File: src/rtl/cell_grid_renderer_pkg.sv
// Shared geometry, colour levels and pipeline sideband type for the cell-grid renderer.
package cell_grid_renderer_pkg;

  localparam int unsigned CoordW       = 11;
  localparam int unsigned VgaW         = 640;
  localparam int unsigned VgaH         = 480;
  localparam int unsigned DefCellShift = 3;
  localparam int unsigned DefGridW     = 64;
  localparam int unsigned DefGridH     = 48;

  typedef enum logic [2:0] {
    PixBlank,
    PixBorder,
    PixCursor,
    PixGrid,
    PixAlive,
    PixDead
  } pix_e;

  // Per-pixel state carried from stage A to stage B alongside the memory read.
  typedef struct packed {
    logic       valid;
    logic       candraw;
    logic       in_grid;
    logic [2:0] bit_idx;
    logic       cur_vis;
    logic       line_hit;
    logic       grid_en;
    logic       invert;
  } side_t;

  function automatic int unsigned color_border(int unsigned cw);
    return 32'd1 << (cw - 32'd3);
  endfunction

  function automatic int unsigned color_grid(int unsigned cw);
    return 32'd1 << (cw - 32'd4);
  endfunction

endpackage

File: src/rtl/cell_grid_renderer_pipe_delay.sv
// Width x Depth shift register; synchronous reset clears every stage.
module cell_grid_renderer_pipe_delay #(
  parameter int unsigned Width = 8,
  parameter int unsigned Depth = 1
) (
  input  logic             clk_i,
  input  logic             rst_ni,
  input  logic [Width-1:0] d_i,
  output logic [Width-1:0] q_o
);

  logic [Width-1:0] stage_q [Depth];

  always_ff @(posedge clk_i) begin
    if (!rst_ni) begin
      for (int i = 0; i < int'(Depth); i++) begin
        stage_q[i] <= '0;
      end
    end else begin
      stage_q[0] <= d_i;
      for (int i = 1; i < int'(Depth); i++) begin
        stage_q[i] <= stage_q[i-1];
      end
    end
  end

  assign q_o = stage_q[Depth-1];

endmodule

File: src/rtl/cell_grid_renderer.sv
// Pixel renderer: maps x/y to a cell, fetches its packed byte and emits RGB plus blank,
// with a latency of MEM_LAT + 2 cycles.
module cell_grid_renderer
  import cell_grid_renderer_pkg::*;
#(
  parameter int unsigned CELL_SHIFT   = DefCellShift,
  parameter int unsigned GRID_W       = DefGridW,
  parameter int unsigned GRID_H       = DefGridH,
  parameter int unsigned ADDR_W       = 11,
  parameter int unsigned MEM_LAT      = 1,
  parameter int unsigned COLOR_W      = 10,
  parameter int unsigned BLINK_FRAMES = 30
) (
  input  logic               clk,
  input  logic               rst_n,
  input  logic               candraw,
  input  logic [10:0]        x,
  input  logic [10:0]        y,
  input  logic [10:0]        cursor_x,
  input  logic [10:0]        cursor_y,
  input  logic               grid_en,
  input  logic               invert,
  input  logic [7:0]         data,
  output logic [ADDR_W-1:0]  addr,
  output logic [COLOR_W-1:0] red,
  output logic [COLOR_W-1:0] green,
  output logic [COLOR_W-1:0] blue,
  output logic               vga_blank
);

  localparam int unsigned BlinkW = (BLINK_FRAMES > 1) ? $clog2(BLINK_FRAMES) : 1;
  localparam logic [COLOR_W-1:0] ColorMax    = {COLOR_W{1'b1}};
  localparam logic [COLOR_W-1:0] ColorBorder = COLOR_W'(color_border(COLOR_W));
  localparam logic [COLOR_W-1:0] ColorGrid   = COLOR_W'(color_grid(COLOR_W));
  localparam logic [COLOR_W-1:0] ColorCursor = ColorMax;

  // Stage A
  logic [CoordW-1:0] col, row;
  logic              in_grid, cur_hit, line_hit, frame_start;
  logic [ADDR_W-1:0] addr_d, addr_q;
  side_t             side_d, side_q, side_dly;
  logic [BlinkW-1:0] blink_cnt_d, blink_cnt_q;
  logic              phase_d, phase_q;

  always_comb begin
    col      = x >> CELL_SHIFT;
    row      = y >> CELL_SHIFT;
    in_grid  = candraw && (col < CoordW'(GRID_W)) && (row < CoordW'(GRID_H));
    cur_hit  = (col == cursor_x) && (row == cursor_y);
    line_hit = (x[CELL_SHIFT-1:0] == '0) || (y[CELL_SHIFT-1:0] == '0);
    // GRID_W is a multiple of 8, so the byte index splits cleanly into row and column parts.
    addr_d   = in_grid ? ADDR_W'(row) * ADDR_W'(GRID_W / 8) + ADDR_W'(col >> 3) : '0;

    side_d          = '0;
    side_d.valid    = 1'b1;
    side_d.candraw  = candraw;
    side_d.in_grid  = in_grid;
    side_d.bit_idx  = col[2:0];
    side_d.cur_vis  = cur_hit && phase_q;
    side_d.line_hit = line_hit;
    side_d.grid_en  = grid_en;
    side_d.invert   = invert;
  end

  always_comb begin
    frame_start = candraw && (x == '0) && (y == '0);
    blink_cnt_d = blink_cnt_q;
    phase_d     = phase_q;
    if (frame_start) begin
      if (blink_cnt_q == BlinkW'(BLINK_FRAMES - 1)) begin
        blink_cnt_d = '0;
        phase_d     = ~phase_q;
      end else begin
        blink_cnt_d = blink_cnt_q + 1'b1;
      end
    end
  end

  always_ff @(posedge clk) begin
    if (!rst_n) begin
      addr_q      <= '0;
      side_q      <= '0;
      blink_cnt_q <= '0;
      phase_q     <= 1'b1;
    end else begin
      addr_q      <= addr_d;
      side_q      <= side_d;
      blink_cnt_q <= blink_cnt_d;
      phase_q     <= phase_d;
    end
  end

  assign addr = addr_q;

  cell_grid_renderer_pipe_delay #(
    .Width($bits(side_t)),
    .Depth(MEM_LAT)
  ) u_side_delay (
    .clk_i (clk),
    .rst_ni(rst_n),
    .d_i   (side_q),
    .q_o   (side_dly)
  );

  // Stage B
  logic               alive;
  pix_e               pix;
  logic [COLOR_W-1:0] red_d, green_d, blue_d, red_q, green_q, blue_q;
  logic               blank_d, blank_q;

  always_comb begin
    alive = data[side_dly.bit_idx] ^ side_dly.invert;
    pix   = PixDead;
    if (!(side_dly.valid && side_dly.candraw)) begin
      pix = PixBlank;
    end else if (!side_dly.in_grid) begin
      pix = PixBorder;
    end else if (side_dly.cur_vis) begin
      pix = PixCursor;
    end else if (side_dly.grid_en && side_dly.line_hit) begin
      pix = PixGrid;
    end else if (alive) begin
      pix = PixAlive;
    end
  end

  always_comb begin
    red_d   = '0;
    green_d = '0;
    blue_d  = '0;
    blank_d = 1'b0;
    case (pix)
      PixBlank:  blank_d = 1'b1;
      PixBorder: begin
        red_d   = ColorBorder;
        green_d = ColorBorder;
        blue_d  = ColorBorder;
      end
      PixCursor: red_d = ColorCursor;
      PixGrid: begin
        red_d   = ColorGrid;
        green_d = ColorGrid;
        blue_d  = ColorGrid;
      end
      PixAlive: begin
        red_d   = ColorMax;
        green_d = ColorMax;
        blue_d  = ColorMax;
      end
      default: ;
    endcase
  end

  always_ff @(posedge clk) begin
    if (!rst_n) begin
      red_q   <= '0;
      green_q <= '0;
      blue_q  <= '0;
      blank_q <= 1'b1;
    end else begin
      red_q   <= red_d;
      green_q <= green_d;
      blue_q  <= blue_d;
      blank_q <= blank_d;
    end
  end

  assign red       = red_q;
  assign green     = green_q;
  assign blue      = blue_q;
  assign vga_blank = blank_q;

endmodule

File: config.mk
export PLATFORM = sky130hd
export DESIGN_NAME = cell_grid_renderer
export DESIGN_NICKNAME = d
export VERILOG_FILES = /design/src/rtl/cell_grid_renderer_pkg.sv /design/src/rtl/cell_grid_renderer_pipe_delay.sv /design/src/rtl/cell_grid_renderer.sv
export SDC_FILE = /design/constraint.sdc
export NUM_CORES = 1
export LEC_CHECK = 0
export BUFFER_PORTS_ARGS = -buffer_cell sky130_fd_sc_hd__buf_2
export CAP_MARGIN = 40
export CORE_MARGIN = 2
export CORE_UTILIZATION = 40
export CTS_BUF_LIST = sky130_fd_sc_hd__clkbuf_8
export DETAILED_ROUTE_END_ITERATION = 10
export PLACE_DENSITY = 0.71
export SETUP_SLACK_MARGIN = 0.05
export SLEW_MARGIN = 25
export SYNTH_ARGS = -nofsm -noshare
export SYNTH_HDL_FRONTEND = slang
export SYNTH_SLANG_ARGS = --single-unit
File: constraint.sdc
create_clock -name clk -period 1.88 [get_ports clk]
set_input_delay 0.094 -clock clk [delete_from_list [all_inputs] [get_ports clk]]
set_output_delay 0.094 -clock clk [all_outputs]
set_load 0.005 [all_outputs]
==> results.txt <==
Status = complete, no violations
I/O Pins = 99
CTS tree = built
Clock root buffer = clkbuf_8
Most numerous cell in the Yosys netlist = dfxtp_1
Final Cycle Share = 92.0%
Post-Route Skew = 0.00431 ns
CP max FO = 3
Min cycle time layout = 1.73 ns
Reg area = 881 sq um
Final setup fails = 0
Seq cells post-synth = 44
ANT nets after route = 0
Multi-input gate area = 940 sq um
Required @ worst endpoint = 2.05 ns
Number of antenna diodes = 0
Synth top area cells = dfxtp_1 43%, buf_4 8.8%, and2_1 6.1%
Cell accounting for the most synthesized area = dfxtp_1
FP Rows = 25
Share of layout cells above drive strength 1 = 40.4%
Post-route DRC = 0
Post-CTS Resized = 0
Leak Pwr = 1.21 nW
Global-route wire length before repair = 6.03 mm
Crit path capture type = register
GR Util All Layers = 14.0%
Cells along the critical path = mux4_1 -> mux2i_4 -> nor4b_1 -> or3_1
Internal = 1.35 mW
VDD IR max = 0.337 mV
Postcts setup bufs = 0
Final Net Count = 348
Mapped Avg Cell Area = 9.95 sq um
HPWL after DPL = 3.10 mm
GPL Wtd Cong = 0.877
Max Cap Viol = 0
FFs w/ async S/R, synth = 0%
Met1 WL = 1.59 mm
Via count of the first global-routing pass = 1,443
Core ar. = 4820 sq um
Via count = 1,656
Clock power frac = 34.1%
Post-synth top cells = 44 x dfxtp_1, 24 x buf_4, 20 x and2_1
Post-synth top area share = 43.2%
Main flop type after synthesis = dfxtp_1
Synthesis-to-finish area growth = 24.2%
RSZ-0062 raised after global routing = no
Sequential-to-total area share from yosys stat = 43.2%
Initial antenna violation count = 0
Critical path class = reg -> reg
Slew Limit Fails = 0
Metal3 WL = 410 um
Switching Share = 22.8%
Critical Path AT = 1.90 ns
Slowest stage cell, crit path = mux4_1
Total power = 1.75 mW
Largest net degree at the start of global routing = 24
Initial Utilization = 42.3%
Die ar. = 5690 sq um
Gate power share = 11.1%
CP max stage delay = 0.61 ns
Hold-fix buffers, CTS = 0
Power per cell area = 690 nW/um^2
Die width = 75.4 um
Initial DRC Count = 47
Cells after Synth = 205
Fillers = 459
Setup TNS = 0 ns
Clock Latency Late Sink = 0.28 ns
Top sig layer = met4
Post-Syn Area = 2040 sq um
Critical Path Start Type = register
Switching power = 0.398 mW
Post-synth EDFFs = 0
Met2 wire len = 1.80 mm
Hold Path Class = in -> reg
Die H = 75.4 um
WL/cell = 10.9 um
Reg power frac = 54.9%
DR pass1 iterations = 4
# port buffers = 98
DRT Wirelength = 3.87 mm
Synth warn = 0
Fmax = 0.578 GHz
Deepest clock path buffer count = 2
Yosys cell types = 41
Gr ovfl total = 0
Endpoints failing hold = 0
Vias per cell = 4.68
Total CTS buffers = 5
H-tree Lvls = 2
Clock sinks = 44
CTS clk-pin slew, worst paths = 0.08 ns
## final cells by class
class                      count  share of cell area (%)
sequential                    44                    34.8
multi-input combinational    127                    37.1
clock buffer                   6                    3.26
timing repair buffer         100                    20.0
inverter                       8                    1.19
clock inverter                 2                   0.395
tap                           67                    3.31
## sequential cells by signal, summed over array words and instances, names as in the netlist
signal and flops:
addr 11, blink_cnt_q 5, blue 3, phase_q 1
red 3, side_q 10, u_side_delay.stage_q 10, vga_blank 1
## layer usage
| metal | vias up | global-route usage, % |
|---|---|---|
| met3 | 6 | 4.10 |
| met4 | 0 | 6.04 |
| li1 | 846 | - |
| met2 | 93 | 24.3 |
| met5 | - | 0 |
| met1 | 711 | 16.1 |
## per-stage QoR
step                      instance area (sq um)  setup WS [ns]  utilization, %  instances  hold slack, ns
after floorplan                            2040          0.214               -        206           0.122
after global routing                       2530          0.113            52.6        354          0.0199
after global placement                     2440          0.224            50.6        346           0.316
final                                      2530          0.151            52.6        354          0.0208
after detailed placement                   2440          0.167            50.6        346           0.321
after CTS                                  2530          0.162            52.6        354          0.0206
## worst paths after layout
| kind | from | endpoint | slack [ns] | cells after the start |
|---|---|---|---|---|
| hold reg to reg | side_q[7] | u_side_delay.stage_q[0][7] | 0.44 | 1 |
| hold / removal | grid_en | side_q[1] | 0.02 | 2 |
| setup / recovery | u_side_delay.stage_q[0][4] | red[8] | 0.15 | 4 |
| setup reg to reg | u_side_delay.stage_q[0][4] | red[8] | 0.15 | 4 |
## cell families (layout without fill, tap and decap cells)
family / after synthesis / in the layout / synth area share [%]
and+or+nand+nor: 78 / 78 / 23.6
DFF: 44 / 44 / 43.2
buffers and inverters: 35 / 116 / 10.9
xor gates and xnor gates: 20 / 20 / 8.59
AOI/OAI and AO/OA: 17 / 17 / 5.34
adders and majority gates: 5 / 5 / 3.44
muxes: 5 / 5 / 4.72
other: 1 / 2 / 0.184
## layout by cell type (no fill, tap or decap), types with 3 or more instances in the layout
| cell | netlist | final |
|---|---|---|
| xnor2_1 | 13 | 13 |
| nand4_1 | 4 | 4 |
| ha_1 | 4 | 4 |
| and2_1 | 20 | 20 |
| nor3b_1 | 4 | 4 |
| nor4_1 | 3 | 3 |
| and3_1 | 3 | 3 |
| buf_2 | 1 | 98 |
| a21oi_1 | 5 | 5 |
| xor2_1 | 7 | 7 |
| nor2b_1 | 3 | 3 |
| nor3_1 | 4 | 4 |
| nand2_1 | 8 | 8 |
| clkbuf_8 | 0 | 6 |
| o21ai_0 | 3 | 3 |
| a31oi_1 | 3 | 3 |
| nor4_2 | 3 | 3 |
| inv_1 | 8 | 8 |
| nor2_1 | 8 | 8 |
| dfxtp_1 | 44 | 44 |
| nand3_1 | 6 | 6 |
## critical path: cells and delay by family (launching register included)
kind          cells  cell delay, ns
flops             1            0.36
mux               2            0.81
simple gates      2            0.45
## power by group through the flow
stage	combinational, mW	sequential [mW]	clock [mW]
2_1_floorplan	0.0930	0.980	0
3_3_place_gp	0.192	0.980	0
3_5_place_dp	0.195	0.980	0
4_1_cts	0.195	0.958	0.605
5_1_grt	0.213	0.960	0.654
6_report	0.193	0.958	0.595
Power figures use the tool's default switching activity.
